--- src/rtl/cv32e40x_pkg.sv ---
// Shared RV32A definitions: AMO funct5 encodings and the atomic sequencer state type.
package cv32e40x_pkg;

    localparam logic [4:0] AMO_ADD  = 5'b00000;
    localparam logic [4:0] AMO_SWAP = 5'b00001;
    localparam logic [4:0] AMO_LR   = 5'b00010;
    localparam logic [4:0] AMO_SC   = 5'b00011;
    localparam logic [4:0] AMO_XOR  = 5'b00100;
    localparam logic [4:0] AMO_OR   = 5'b01000;
    localparam logic [4:0] AMO_AND  = 5'b01100;
    localparam logic [4:0] AMO_MIN  = 5'b10000;
    localparam logic [4:0] AMO_MAX  = 5'b10100;
    localparam logic [4:0] AMO_MINU = 5'b11000;
    localparam logic [4:0] AMO_MAXU = 5'b11100;

    // SC.W result written to rd when the store is not performed
    localparam logic [31:0] AMO_SC_FAIL = 32'd1;

    typedef enum logic [2:0] {
        StIdle,
        StRdReq,
        StRdWait,
        StWrReq,
        StWrWait,
        StResp
    } amo_seq_state_e;

    function automatic logic is_amo_rmw(input logic [4:0] funct5);
        case (funct5)
            AMO_SWAP, AMO_ADD, AMO_XOR, AMO_AND, AMO_OR,
            AMO_MIN, AMO_MAX, AMO_MINU, AMO_MAXU: return 1'b1;
            default:                              return 1'b0;
        endcase
    endfunction

endpackage

--- src/rtl/cv32e40x_amo_alu.sv ---
// Combinational read-modify-write datapath for AMO*.W: new word from old memory word and rs2.
module cv32e40x_amo_alu
    import cv32e40x_pkg::*;
(
    input  logic [4:0]  funct5,
    input  logic [31:0] mem_word,
    input  logic [31:0] rs2,
    output logic [31:0] result
);

    logic signed_lt;
    logic unsigned_lt;

    assign signed_lt   = $signed(mem_word) < $signed(rs2);
    assign unsigned_lt = mem_word < rs2;

    always_comb begin
        result = rs2;
        case (funct5)
            AMO_SWAP: result = rs2;
            AMO_ADD:  result = mem_word + rs2;
            AMO_XOR:  result = mem_word ^ rs2;
            AMO_AND:  result = mem_word & rs2;
            AMO_OR:   result = mem_word | rs2;
            AMO_MIN:  result = signed_lt ? mem_word : rs2;
            AMO_MAX:  result = signed_lt ? rs2 : mem_word;
            AMO_MINU: result = unsigned_lt ? mem_word : rs2;
            AMO_MAXU: result = unsigned_lt ? rs2 : mem_word;
            default:  result = rs2;
        endcase
    end

endmodule

--- src/rtl/cv32e40x_amo_seq.sv ---
// RV32A word-atomic sequencer between LSU and data-side OBI; owns the LR/SC reservation.
// Define CV32E40X_LRSC_RESV_EN to build the reservation register; otherwise every SC fails.
module cv32e40x_amo_seq
    import cv32e40x_pkg::*;
(
    input  logic        clk,
    input  logic        rst,
    input  logic        req_valid_i,
    output logic        req_ready_o,
    input  logic [5:0]  req_atop_i,
    input  logic [31:0] req_addr_i,
    input  logic [31:0] req_wdata_i,
    output logic        resp_valid_o,
    output logic [31:0] resp_rdata_o,
    output logic        resp_err_o,
    input  logic        clear_resv_i,
    output logic        bus_req_o,
    input  logic        bus_gnt_i,
    output logic [31:0] bus_addr_o,
    output logic        bus_we_o,
    output logic [3:0]  bus_be_o,
    output logic [31:0] bus_wdata_o,
    input  logic        bus_rvalid_i,
    input  logic [31:0] bus_rdata_i,
    input  logic        bus_err_i
);

    amo_seq_state_e state_q, state_d;
    logic [29:0]    addr_q, addr_d;
    logic [31:0]    wdata_q, wdata_d;
    logic [31:0]    rdata_q, rdata_d;
    logic [4:0]     funct5_q, funct5_d;
    logic           err_q, err_d;
    logic           resv_set, resv_clr;
    logic           sc_match, resv_hit;
    logic [31:0]    amo_result;

    cv32e40x_amo_alu u_amo_alu (
        .funct5   (funct5_q),
        .mem_word (bus_rdata_i),
        .rs2      (wdata_q),
        .result   (amo_result)
    );

`ifdef CV32E40X_LRSC_RESV_EN
    logic        resv_valid_q;
    logic [29:0] resv_addr_q;

    // clear wins over a same-cycle LR set
    always_ff @(posedge clk or posedge rst) begin
        if (rst) begin
            resv_valid_q <= 1'b0;
            resv_addr_q  <= '0;
        end else if (clear_resv_i || resv_clr) begin
            resv_valid_q <= 1'b0;
        end else if (resv_set) begin
            resv_valid_q <= 1'b1;
            resv_addr_q  <= addr_q;
        end
    end

    assign sc_match = resv_valid_q && (resv_addr_q == req_addr_i[31:2]);
    assign resv_hit = resv_valid_q && (resv_addr_q == addr_q);

    logic unused_sig;
    assign unused_sig = ^req_addr_i[1:0];
`else
    assign sc_match = 1'b0;
    assign resv_hit = 1'b0;

    logic unused_sig;
    assign unused_sig = ^{req_addr_i[1:0], clear_resv_i, resv_clr, resv_set};
`endif

    always_comb begin
        state_d  = state_q;
        addr_d   = addr_q;
        wdata_d  = wdata_q;
        rdata_d  = rdata_q;
        funct5_d = funct5_q;
        err_d    = err_q;
        resv_set = 1'b0;
        resv_clr = 1'b0;

        unique case (state_q)
            StIdle: begin
                if (req_valid_i) begin
                    addr_d   = req_addr_i[31:2];
                    wdata_d  = req_wdata_i;
                    funct5_d = req_atop_i[4:0];
                    rdata_d  = '0;
                    err_d    = 1'b0;
                    if (!req_atop_i[5]) begin
                        err_d   = 1'b1;
                        state_d = StResp;
                    end else if (req_atop_i[4:0] == AMO_LR) begin
                        state_d = StRdReq;
                    end else if (req_atop_i[4:0] == AMO_SC) begin
                        resv_clr = 1'b1;
                        if (sc_match) begin
                            state_d = StWrReq;
                        end else begin
                            rdata_d = AMO_SC_FAIL;
                            state_d = StResp;
                        end
                    end else if (is_amo_rmw(req_atop_i[4:0])) begin
                        state_d = StRdReq;
                    end else begin
                        err_d   = 1'b1;
                        state_d = StResp;
                    end
                end
            end
            StRdReq: begin
                if (bus_gnt_i) state_d = StRdWait;
            end
            StRdWait: begin
                if (bus_rvalid_i) begin
                    rdata_d = bus_rdata_i;
                    if (bus_err_i) begin
                        err_d   = 1'b1;
                        state_d = StResp;
                    end else if (funct5_q == AMO_LR) begin
                        resv_set = 1'b1;
                        state_d  = StResp;
                    end else begin
                        // rs2 is no longer needed, so the store data register holds the new word
                        wdata_d = amo_result;
                        state_d = StWrReq;
                    end
                end
            end
            StWrReq: begin
                if (bus_gnt_i) begin
                    state_d = StWrWait;
                    if (funct5_q != AMO_SC && resv_hit) resv_clr = 1'b1;
                end
            end
            StWrWait: begin
                if (bus_rvalid_i) begin
                    err_d   = bus_err_i;
                    state_d = StResp;
                end
            end
            StResp: begin
                state_d = StIdle;
            end
            default: begin
                state_d = StIdle;
            end
        endcase
    end

    always_ff @(posedge clk or posedge rst) begin
        if (rst) begin
            state_q  <= StIdle;
            addr_q   <= '0;
            wdata_q  <= '0;
            rdata_q  <= '0;
            funct5_q <= '0;
            err_q    <= 1'b0;
        end else begin
            state_q  <= state_d;
            addr_q   <= addr_d;
            wdata_q  <= wdata_d;
            rdata_q  <= rdata_d;
            funct5_q <= funct5_d;
            err_q    <= err_d;
        end
    end

    assign req_ready_o  = (state_q == StIdle);
    assign resp_valid_o = (state_q == StResp);
    assign resp_rdata_o = rdata_q;
    assign resp_err_o   = err_q;

    assign bus_req_o   = (state_q == StRdReq) || (state_q == StWrReq);
    assign bus_we_o    = (state_q == StWrReq);
    assign bus_addr_o  = {addr_q, 2'b00};
    assign bus_wdata_o = wdata_q;
    assign bus_be_o    = 4'hF;

endmodule

--- config.mk ---
export PLATFORM = sky130hd
export DESIGN_NAME = cv32e40x_amo_seq
export DESIGN_NICKNAME = d
export VERILOG_FILES = /design/src/rtl/cv32e40x_pkg.sv /design/src/rtl/cv32e40x_amo_alu.sv /design/src/rtl/cv32e40x_amo_seq.sv
export SDC_FILE = /design/constraint.sdc
export NUM_CORES = 1
export LEC_CHECK = 0
export CORE_MARGIN = 1
export CORE_UTILIZATION = 41
export CTS_CLUSTER_DIAMETER = 150
export DETAILED_ROUTE_END_ITERATION = 16
export GPL_ROUTABILITY_DRIVEN = 0
export PLACE_DENSITY_LB_ADDON = 0.1
export SLEW_MARGIN = 20
export SYNTH_ARGS = -nofsm -noshare
export SYNTH_HDL_FRONTEND = slang
export SYNTH_SLANG_ARGS = --single-unit
--- constraint.sdc ---
create_clock -name clk -period 5.9 [get_ports clk]
set_clock_uncertainty 0.1 [all_clocks]
set_input_delay 0.885 -clock clk [delete_from_list [all_inputs] [get_ports clk]]
set_output_delay 0.885 -clock clk [all_outputs]
set_load 0.05 [all_outputs]
* Yosys cells after proc, flatten, opt, wreduce, memory -nomap -nowiden
Memory sizes are Yosys's and may differ from the RTL's. Index checks and enable logic that the tools add are counted.
Storage, ports and cells: register bits 103, bits in read-only memories 32, logic and storage cells 93, memories 1
Operators by class: add/sub/neg operators 1, $lt $le $gt $ge 2, equal/unequal tests 28, muxes and demuxes 42, bitwise logic cells 3, reduce and logical (&&, ||, !) cells 10
Memories:
- (name not given) | words 32, width 1, read ports 1, clocked after Yosys merged registers in 0, write ports 0, RTL line cv32e40x_pkg.sv:29 | case (funct5)
Operator list (count):
- two-way mux 32 bit | 10
- case mux 32 bit (8 select lines) | 1
- case mux 32 bit (2 select lines) | 2
- less-than comparator 32 bit | 2
- two-way mux 3 bit | 11
- adder 32 bit | 1
- bitwise AND 32 bit | 1
- OR 32 bit | 1
- bitwise XOR 32 bit | 1
- == test 5 bit (second input constant) | 4
- two-way mux 1 bit | 16
- != test 2 bit (second input constant) | 8
- == test 5 x 2 -> 1 bit (second input constant) | 3
- case mux 3 bit (5 select lines) | 1
- == test 5 x 4 -> 1 bit (second input constant) | 2
- AND reduction 10 bit | 1
- AND reduction 5 bit | 2
- != test 9 x 1 -> 1 bit (second input constant) | 1
- == test 3 x 2 -> 1 bit (second input constant) | 2
- == test 3 bit (second input constant) | 2
- != test 3 x 2 -> 1 bit (second input constant) | 2
- != test 3 bit (second input constant) | 2
- == test 5 x 3 -> 1 bit (second input constant) | 1
- logical NOT 5 bit | 1
- 8 further kinds | 8

* Longest topological paths before layout
Gate-level depths: netlist (run 1).
word-level depth 12, gate-level depth with buffers 14

* By module
A second synthesis (run 1) with hierarchy kept.
Second synthesis, totals: cells, all modules 1124, area total of the unflattened synthesis 9377.7 µm²
By module, submodules not included:
- cv32e40x_amo_alu | instances 1, cells an instance 749, area an instance 4951.0 µm²
- cv32e40x_amo_seq | instances 1, cells an instance 375, area an instance 4426.7 µm²

* Least setup slack after synthesis (run 1)
Ideal clock, no wire load.
path type in2reg, start point input bus_rdata_i[22], end point register wdata_q[14], in the netlist bus_wdata_o[14], setup time 0.125 ns, data arrival time 3.251 ns, setup slack 2.425 ns, cell stages on the path 12, buffers on the path 2, cells stage by stage inv_1 > ha_1 > buf_4 > inv_2 > a221oi_1 > nor2_1 > or4_1 > o32a_1 > and3_1 > nor3_2 > buf_4 > mux2_2
On the way: word-level cells in the longest chain between the ends 3, elaborated cells on any way between the ends 7, those cells by class order compare: 2; eq/ne: 4; reduce/logical: 1
RTL lines:
- start, declared | RTL line cv32e40x_amo_seq.sv:24 | input logic [31:0] bus_rdata_i,
- less-than comparator 32 bit, on equally long branches | RTL line cv32e40x_amo_alu.sv:15, cv32e40x_amo_alu.sv:14
- != test 3 bit (no line) or != test 3 x 2 -> 1 bit (tied branches)
- AND reduction 10 bit (no line) (*)
- end signal, assigned | RTL line cv32e40x_amo_seq.sv:165 | wdata_q <= wdata_d;
- end, declared | RTL line cv32e40x_amo_seq.sv:30 | logic [31:0] wdata_q, wdata_d;
Mark *: on every way between the ends. The rest lies on a longest branch, timed or not. A chain may end at the register's enable or synchronous reset.

* Worst setup path in the final report (run 1)
start point input bus_rdata_i[13], end point register wdata_q[29], in the netlist bus_wdata_o[29]
On the way: word-level cells in the longest chain between the ends 6, elaborated cells on any way between the ends 13, those cells by class add/sub: 1; order compare: 2; eq/ne: 4; mux: 5; reduce/logical: 1
RTL lines:
- adder 32 bit | RTL line cv32e40x_amo_alu.sv:21 | AMO_ADD: result = mem_word + rs2;
- case mux 32 bit (8 select lines) | RTL line cv32e40x_amo_alu.sv:19 | case (funct5)
- two-way mux 32 bit | RTL line cv32e40x_amo_seq.sv:123 | end else if (funct5_q == AMO_LR) begin
- two-way mux 32 bit | RTL line cv32e40x_amo_seq.sv:120 | if (bus_err_i) begin
- two-way mux 32 bit | RTL line cv32e40x_amo_seq.sv:118 | if (bus_rvalid_i) begin
- case mux 32 bit (2 select lines) | RTL line cv32e40x_amo_seq.sv:85 | unique case (state_q)
Several ways; a longest one is shown, not always the timed one. The select of a mux whose other input is x is not followed.

==> reports/metrics.yaml, run 1 <==
outcome:
  outcome: "finished, final reports clean"
setup_path:
  end_kind: "flip-flop"
  reg2reg_depth: 11
  cpMaxStageDelayCell: "a2111oi_0"
  cp.depth: 12
  reg2reg_slack_ps: 2110
  crit_fanout: 25
  cp-endpoint: "bus_wdata_o[29]"
  r2r_start: "bus_wdata_o[13]"
  crit_path_start_kind: "primary input"
  path_delay_family: "compound AO/OA/AOI/OAI gates"
  r2r_end: "bus_wdata_o[29]"
  worstSetupPathType: "in2reg"
  required_ps: 6050
  cpMostUsedCell: "inv_1"
  critPathArrivalTime_ps: 4610
  worstPathCellList: "clkdlybuf4s50_1 -> inv_1 -> ha_1 -> inv_1 -> a21oi_1 -> o21ai_0 -> a2111oi_0 -> nand4bb_1 -> and3_1 -> nor3_4 -> buf_12 -> mux2_2"
  startpoint: "bus_rdata_i[13]"
  crit_buf_inv: 4
  slowest_delay_ps: 780
logic_synthesis:
  synthAdderAreaFrac: 0.144
  synth_top_cell_by_area: "dfrtp_1"
  synth_compound_area_frac: 0.236
  synth_simple_gate_area_share: 0.120
  synth_edf_count: 0
  yosysTopAreaCellShare: 0.304
  ys_seq_area_frac: 0.304
  async_flop_share: 1.00
  yosys_warnings: 0
  synth_cell_types: 62
  syn_inst: 990
  synthMuxAreaShare: 0.0879
  synth_top_family_by_area: "compound AO/OA/AOI/OAI gates"
  synthTopCellsByArea: "dfrtp_1 30%, ha_1 14%, mux2_2 5.8%"
  syn_area_um2: 8480
  synth-xor-area-share: 0.0289
  ys_ff_latch: 103
  synthFlopType: "dfrtp_1"
  syn_area_per_cell_um2: 8.57
final_layout:
  areaGrowthSynthToFinish_pct: 29.6
  drive_above_1_share: 0.0722
  final.fill_count: 1901
  regArea_um2: 2580
  multi_input_area_um2: 5300
  nets: 1351
job:
  maxCapViolCount: 0
pwr:
  swShare: 0.542
  internal_power_w: 0.00299
  p_clk_frac: 0.094
  comb_power_share: 0.704
  ir_drop_v: 0.000289
  p_switching_w: 0.00354
  p_leak_nw: 4.74
  finalPower_w: 0.00653
  p_per_area_nw_per_um2: 594
  sequentialPowerShare: 0.202
cts:
  post_cts_buffers: 0
  cts.sink_count: 103
  clock_tree.buffer_depth: 2
  cts_tree: "yes"
  cts.repair.resized: 0
  ctsHoldBuffers: 0
  clkLatencyLatePin_ps: 370
  h-tree-depth: 3
  cts_root_buf: "clkbuf_16"
  cts.clk_slew.worst_paths_ps: 70
  cts_buffers: 9
detailed_routing:
  wirelength_mm: 24.8
  ant_nets: 0
  first_pass_iters: 7
  vias: 7811
  wl_per_cell_um: 17.4
  drt_iter0_markers: 479
  drc: 0
  routed_via_density: 5.50
sta:
  finalSetupViolations: 0
  relSlewSlack: 0.385
  max_freq_mhz: 224
  hold_viol_final: 0
  rsz0062_at_grt: "no"
  period_share: 0.756
  finalSetupTns_ps: 0
  period_needed_ps: 4460
  worst_pin_slew_ps: 918
  drv_slew: 0
  fin_ws_ps: 1440
global_route:
  use_met1: 0.318
  grt_use_met3: 0.0611
  antenna_found_initial: 1
  use_met2: 0.380
  overflow: 0
  grt_first_pass_wirelength_mm: 40.0
  grt_pass1_vias: 7564
  top_usage_layer: "met2"
  grt_max_degree: 65
  grt_use_total: 0.237
floorplan:
  fp.coreArea_um2: 20200
  design.portCount: 214
  die_h_um: 146
  die_area_um2: 21300
  rows: 52
  initial_utilization: 0.419
  fp.dieW_um: 146
place:
  io_buffer_count: 204
  dp_slack_ps: 1070
  dp_hpwl_mm: 18.0
hold_path:
  hold_path.class: "reg2reg"
  min_from: "resp_rdata_o[20]"
==> final cells by class <==
cell class,instances,area share
Tap cell,270,0.0307
Multi-Input combinational cell,727,0.482
Clock inverter,7,0.00683
Antenna cell,1,0.000228
Inverter,87,0.0299
Clock buffer,9,0.0205
Timing Repair Buffer,217,0.196
Sequential cell,103,0.234
==> power by group through the flow <==
| stage | registers, W | logic [W] | clock network (W) |
|---|---|---|---|
| final | 0.00132 | 0.00460 | 0.000615 |
| after global routing | 0.00137 | 0.00497 | 0.000660 |
| after CTS | 0.00132 | 0.00460 | 0.000638 |
| after detailed placement | 0.00133 | 0.00458 | 0 |
| after global placement | 0.00132 | 0.00456 | 0 |
| after floorplan | 0.00222 | 0.00233 | 0 |
==> cell usage in the layout, fill, tap and decap left out, types with 10 or more instances in the layout <==
| master | instances |
|---|---|
| o31ai_1 | 36 |
| xor2_1 | 12 |
| o211ai_1 | 20 |
| nand2_1 | 91 |
| mux2i_1 | 25 |
| nand3_1 | 11 |
| mux2_2 | 44 |
| clkdlybuf4s50_1 | 204 |
| ha_1 | 96 |
| nor3_1 | 14 |
| nand2b_1 | 10 |
| buf_4 | 12 |
| nor2_1 | 52 |
| o221ai_1 | 25 |
| nand4_1 | 10 |
| inv_1 | 85 |
| a21oi_1 | 74 |
| o21ai_0 | 64 |
| dfrtp_1 | 103 |
| xnor2_1 | 16 |
==> logic make-up (layout without fill, tap and decap cells) <==
family | count (synthesis) | count (layout)
xor+xnor | 28 | 28
compound gates | 305 | 305
fa+ha+maj | 97 | 97
other cells | 2 | 7
buf+inv | 164 | 320
simple gates | 222 | 222
mux | 69 | 69
flops | 103 | 103
==> per-layer routing <==
layer  part of all wire  vias to the layer above
met5                  0                        -
met4              0.011                        0
met3              0.078                       18
met2               0.46                      259
met1               0.45                     3701
li1                   -                     3833
==> how the worst min path moves through the flow <==
stage / slack, ps / depth (start not counted) / endpoint
global route: 400 / 2 / resp_rdata_o[5]
CTS: 390 / 2 / resp_rdata_o[16]
floorplan: 470 / 1 / funct5_q[1]
global placement: 360 / 2 / resp_rdata_o[11]
finish: 380 / 2 / resp_rdata_o[20]
detailed placement: 370 / 2 / resp_rdata_o[16]
==> stage by stage <==
stage | instance area, um2 | hold slack (ps) | utilization | cells
3_5_place_dp | 10700 | 368 | 0.529 | 1404
2_1_floorplan | 8500 | 472 | - | 994
3_3_place_gp | 10700 | 360 | 0.529 | 1404
5_1_grt | 11000 | 404 | 0.543 | 1420
6_report | 11000 | 376 | 0.544 | 1421
4_1_cts | 11000 | 385 | 0.543 | 1420
==> sequential cells by signal (all words and copies together) (netlist names) <==
register / count
bus_wdata_o: 32
resp_rdata_o: 32
funct5_q: 5
state_q: 3
resp_err_o: 1
addr_q: 30
==> cell usage after synthesis, drive strengths merged (3+ instances only) <==
cell type  count
a211oi         9
a21o           9
a21oi         75
a221oi         9
a311oi         4
a31oi          3
and2           6
and3           6
buf           25
clkbuf        52
dfrtp        103
ha            96
inv           87
mux2          44
mux2i         25
nand2         91
nand2b        10
nand3         11
nand3b         3
nand4         10
nor2          53
nor2b          6
nor3          16
nor4           3
o2111ai        6
o211ai        20
o21ai         71
o21bai         9
o221ai        25
o22ai          5
o31ai         36
or4            3
xnor2         16
xor2          12
==> tightest hold or removal path, stage by stage, from the launching register on <==
cell and delay [ps]:
dfrtp_1 340, nand2_1 50, o31ai_1 50
Note: power is estimated with default switching activity, not from simulation.
==> run 2: changes to the inputs <==
==> constraint.sdc (replaced) <==
create_clock -name clk -period 4.3 [get_ports clk]
set_clock_uncertainty 0.1 [all_clocks]
set_input_delay 0.645 -clock clk [delete_from_list [all_inputs] [get_ports clk]]
set_output_delay 0.645 -clock clk [all_outputs]
set_load 0.05 [all_outputs]
==> reports/metrics.yaml, run 2 (same netlist as run 1, synthesis figures left out) <==
cts:
  cts.clk_slew.worst_paths_ps: 80  # about the same
  clock_tree.buffer_depth: 2  # unchanged
  cts_root_buf: "clkbuf_16"
  cts_buffers: 9  # unchanged
  clkLatencyLatePin_ps: 360  # about the same
  ctsHoldBuffers: 0  # unchanged
  h-tree-depth: 3  # unchanged
  cts_tree: "yes"
  cts.sink_count: 103  # unchanged
  post_cts_buffers: 0  # unchanged
  cts.repair.resized: 0  # unchanged
detailed_routing:
  wirelength_mm: 25.1  # +1.3%
  ant_nets: 0  # unchanged
  first_pass_iters: 7  # unchanged
  wl_per_cell_um: 17.3  # -0.65%
  vias: 7878  # +0.86%
  routed_via_density: 5.44  # -1.1%
  drc: 0  # unchanged
  wl_met3_mm: 1.77  # -8.4%
  met1_length_mm: 11.7  # +5.0%
  dr_wl_met2_mm: 11.3  # -0.98%
  top_layer: "met4"
  drt_iter0_markers: 539  # +13%
sta:
  hold_viol_final: 0  # unchanged
  rsz0062_at_grt: "no"
  worst_pin_slew_ps: 944  # +26.0 ps
  finalSetupTns_ps: 0  # unchanged
  drv_slew: 0  # unchanged
  period_needed_ps: 3810
  relSlewSlack: 0.368  # -0.0174
  period_share: 0.887
  max_freq_mhz: 262
  finalSetupViolations: 0  # unchanged
floorplan:
  fp.dieW_um: 146  # unchanged
  design.portCount: 214  # unchanged
  die_area_um2: 21300  # unchanged
  initial_utilization: 0.419  # unchanged
  rows: 52  # unchanged
  die_h_um: 146  # unchanged
  fp.coreArea_um2: 20200  # unchanged
global_route:
  grt_max_degree: 55  # -15%
  overflow: 0  # unchanged
  antenna_found_initial: 0  # -1
  grt_first_pass_wirelength_mm: 40.5  # +1.3%
  grt_use_total: 0.237  # +0.000864
  grt_pass1_vias: 7800  # +3.1%
setup_path:
  worstSetupPathType: "in2reg"
  crit_path_start_kind: "primary input"
  r2r_start: "bus_wdata_o[22]"
  critPathArrivalTime_ps: 3960  # -650 ps
  required_ps: 4450  # -1600 ps
  startpoint: "bus_rdata_i[0]"
  end_kind: "flip-flop"
  crit_fanout: 3  # -88%
place:
  io_buffer_count: 204  # unchanged
  dp_hpwl_mm: 18.6  # +3.4%
final_layout:
  drive_above_1_share: 0.0941  # +0.0220
  diodes: 0  # -1
  final_cell_mix: "204 x clkdlybuf4s50_1, 103 x dfrtp_1, 96 x ha_1"
  nets: 1380  # +2.1%
  areaGrowthSynthToFinish_pct: 32.7
  layout_commonest_cell: "clkdlybuf4s50_1"
pwr:
  ir_drop_v: 0.000436  # +51%
  p_per_area_nw_per_um2: 818  # +38%
  p_leak_nw: 4.89  # +3.2%
  finalPower_w: 0.00921  # +41%
outcome:
  outcome: "finished, final reports clean"
hold_path:
  min_from: "resp_rdata_o[13]"
  hold_path.class: "reg2reg"
job:
  maxCapViolCount: 0  # unchanged
## run 2: path summary, 6_finish.rpt
check                              endpoint  slack [ps]  cells past startpoint
setup / recovery            bus_wdata_o[28]         490                     13
hold / removal             resp_rdata_o[13]         380                      2
setup reg to reg            bus_wdata_o[14]         870                     11
hold reg to reg            resp_rdata_o[13]         380                      2
max in group asynchronous   bus_wdata_o[12]        2620                      3
min in group asynchronous  resp_rdata_o[28]         650                      2
## run 2: layout make-up
class	count	area [um2]
multi-input cells	727	5300
repair buffers	246	2420
fillers	1898	8980
flip-flops and latches	103	2580
clock buffers	10	229
inverters	87	329
well taps	270	338
clock inverters	6	62.6
## run 2: per-layer routing
layer  vias up  GRT usage
met5         -          0
met4         0     0.0579
met1      3710      0.324
met3        23     0.0577
met2       243      0.377
li1       3902          -
## run 2: critical path, cell delays in order
cell and delay [ps]:
clkdlybuf4s50_1 510, ha_1 190, inv_1 60, fa_1 380
nand2b_1 190, a21oi_1 240, o21ai_1 140, a2111oi_0 410
nor2_1 170, o31ai_1 410, xnor2_1 160, o311a_1 300
o21bai_1 150
## run 2: power breakdown
part,switching (W),internal (W)
Sequential,0.000405,0.00140
Clock,0.000434,0.000410
Combinational,0.00409,0.00246
## run 2: through the flow
| step | setup slack (ps) | std cells | utilization | hold WS (ps) | instance area, um2 |
|---|---|---|---|---|---|
| after floorplan | 851 | 994 | - | 472 | 8500 |
| final | 485 | 1449 | 0.556 | 377 | 11300 |
| after CTS | 520 | 1449 | 0.556 | 383 | 11300 |
| after global routing | 336 | 1449 | 0.556 | 404 | 11300 |
| after global placement | 150 | 1433 | 0.542 | 360 | 11000 |
| after detailed placement | 149 | 1433 | 0.542 | 365 | 11000 |
==> run 3: changes to the inputs <==
--- a/config.mk
+++ b/config.mk
@@ -5,9 +5,11 @@
 export SDC_FILE = /design/constraint.sdc
 export NUM_CORES = 1
 export LEC_CHECK = 0
+export CELL_PAD_IN_SITES_DETAIL_PLACEMENT = 1
+export CELL_PAD_IN_SITES_GLOBAL_PLACEMENT = 1
 export CORE_MARGIN = 1
-export CORE_UTILIZATION = 41
-export CTS_CLUSTER_DIAMETER = 150
+export CORE_UTILIZATION = 37
+export CTS_CLUSTER_DIAMETER = 80
 export DETAILED_ROUTE_END_ITERATION = 16
 export GPL_ROUTABILITY_DRIVEN = 0
 export PLACE_DENSITY_LB_ADDON = 0.1
==> reports/metrics.yaml, run 3 (same netlist as run 1, synthesis figures left out) <==
cts:
  cts_root_buf: "clkbuf_16"
  clock_tree.buffer_depth: 2  # unchanged
  clkLatencyLatePin_ps: 370  # about the same
  post_cts_buffers: 0  # unchanged
  ctsHoldBuffers: 0  # unchanged
  cts.repair.resized: 0  # unchanged
  cts_buffers: 9  # unchanged
  cts_tree: "yes"
  cts.sink_count: 103  # unchanged
  cts.clk_slew.worst_paths_ps: 80  # about the same
  h-tree-depth: 3  # unchanged
setup_path:
  end_kind: "flip-flop"
  required_ps: 4450  # about the same
  path_delay_family: "compound AO/OA/AOI/OAI gates"
  startpoint: "bus_rdata_i[0]"
  crit_path_start_kind: "primary input"
  cpMaxStageDelayCell: "clkdlybuf4s50_1"
  crit_buf_inv: 2  # unchanged
  reg2reg_slack_ps: 900  # +30 ps
  slowest_delay_ps: 570  # +60 ps
  r2r_start: "bus_wdata_o[22]"
  worstSetupPathType: "in2reg"
  critPathArrivalTime_ps: 3980  # +20 ps
  crit_fanout: 4  # +1
  worstPathCellList: "clkdlybuf4s50_1 -> ha_1 -> inv_1 -> fa_1 -> nand2b_1 -> a21oi_1 -> o21ai_1 -> a2111oi_0 -> nor2_1 -> o31ai_1 -> xnor2_1 -> o311a_1 -> o21bai_1"
hold_path:
  hold_path.class: "reg2reg"
  min_from: "resp_rdata_o[10]"
final_layout:
  areaGrowthSynthToFinish_pct: 33.1
  regArea_um2: 2580  # unchanged
  multi_input_area_um2: 5300  # about the same
  nets: 1378  # -0.14%
  final.fill_count: 2650  # +40%
  final_area_um2: 11300  # +0.31%
  drive_above_1_share: 0.0926  # -0.00154
  layout_commonest_cell: "clkdlybuf4s50_1"
  final_cell_mix: "204 x clkdlybuf4s50_1, 103 x dfrtp_1, 96 x ha_1"
floorplan:
  rows: 55  # +5.8%
  fp.dieW_um: 153  # +5.2%
  die_area_um2: 23500  # +11%
  die_h_um: 153  # +5.2%
  fp.coreArea_um2: 22600  # +12%
  design.portCount: 214  # unchanged
  initial_utilization: 0.376  # -0.0434
sta:
  finalSetupViolations: 0  # unchanged
  rsz0062_at_grt: "no"
  period_needed_ps: 3830  # +10.3 ps
  worst_pin_slew_ps: 1090  # +148 ps
  period_share: 0.890  # +0.00239
  finalSetupTns_ps: 0  # unchanged
  hold_viol_final: 0  # unchanged
  drv_slew: 0  # unchanged
  max_freq_mhz: 261  # -0.27%
  relSlewSlack: 0.272  # -0.0958
detailed_routing:
  ant_nets: 0  # unchanged
  first_pass_iters: 6  # -1
  drc: 0  # unchanged
  wl_per_cell_um: 19.7  # +13%
  routed_via_density: 5.55  # +2.1%
  vias: 8125  # +3.1%
  wirelength_mm: 28.8  # +15%
  drt_iter0_markers: 367  # -32%
place:
  dp_hpwl_mm: 21.6  # +16%
  placed_area_um2: 11000  # +0.14%
  io_buffer_count: 204  # unchanged
pwr:
  p_per_area_nw_per_um2: 832  # +1.7%
  p_leak_nw: 4.89  # about the same
  ir_drop_v: 0.000416  # -4.6%
job:
  maxCapViolCount: 0  # unchanged
outcome:
  outcome: "finished, final reports clean"
global_route:
  grt_first_pass_wirelength_mm: 46.9  # +16%
  use_met2: 0.421  # +0.0448
  top_usage_layer: "met2"
  grt_pass1_vias: 8813  # +13%
  antenna_found_initial: 0  # unchanged
  grt_max_degree: 58  # +5.5%
  overflow: 0  # unchanged
  use_met1: 0.321  # -0.00304
  grt_use_met3: 0.0615  # +0.00385
  grt_use_total: 0.251  # +0.0137
[run 3: cell types whose count changed in the layout (fill, tap and decap cells not counted)]
cell	change
buf_4	-3
inv_6	-2
inv_8	+2
and2_1	+1
and2_2	-1
buf_12	+1
clkbuf_1	-1
clkinv_8	+1
diode_2	+1
[run 3: worst reg2reg max path: stages (launching register included)]
cell	delay, ps
dfrtp_1	380
inv_1	90
ha_1	370
inv_2	80
a221oi_1	300
nor2_1	100
or4_1	480
o32a_1	380
and3_1	170
nor3_4	290
buf_4	330
o211ai_1	150
o21ai_0	110
[run 3: power by group]
group	leakage (nW)	total, W	internal (W)	switching (W)
registers	1.29	0.00181	0.00140	0.000404
logic	3.46	0.00670	0.00247	0.00423
clock network	0.151	0.000880	0.000419	0.000461
total	4.89	0.00939	0.00429	0.00510
[run 3: area by class of cell]
type | count | area share
Sequential cell | 103 | 0.228
Clock inverter | 7 | 0.00742
Clock buffer | 9 | 0.0199
Inverter | 87 | 0.0291
Tap cell | 285 | 0.0316
Timing Repair Buffer | 244 | 0.214
Antenna cell | 1 | 0.000222
Multi-Input combinational cell | 727 | 0.469
[run 3: worst paths after layout]
path | endpoint | depth (start not counted)
worst max register to register | bus_wdata_o[17] | 12
worst min-delay path | resp_rdata_o[10] | 2
min in group asynchronous | addr_q[29] | 2
worst max-delay path | bus_wdata_o[28] | 13
worst min register to register | resp_rdata_o[10] | 2
max in group asynchronous | resp_rdata_o[15] | 3
[run 3: routing by layer]
metal	vias up	share of wire
met5	-	0
li1	3887	-
met1	4006	0.46
met4	0	0.016
met2	198	0.46
met3	34	0.064
[run 3: stage by stage]
stage | setup WS (ps) | total power, W | hold WS (ps) | util | instances
2_1_floorplan | 851 | 0.00624 | 472 | - | 994
3_3_place_gp | 66.0 | 0.00841 | 359 | 0.486 | 1446
3_5_place_dp | 78.8 | 0.00853 | 374 | 0.486 | 1446
4_1_cts | 461 | 0.00945 | 392 | 0.500 | 1462
5_1_grt | 130 | 0.0101 | 406 | 0.500 | 1462
6_report | 475 | 0.00939 | 384 | 0.500 | 1463
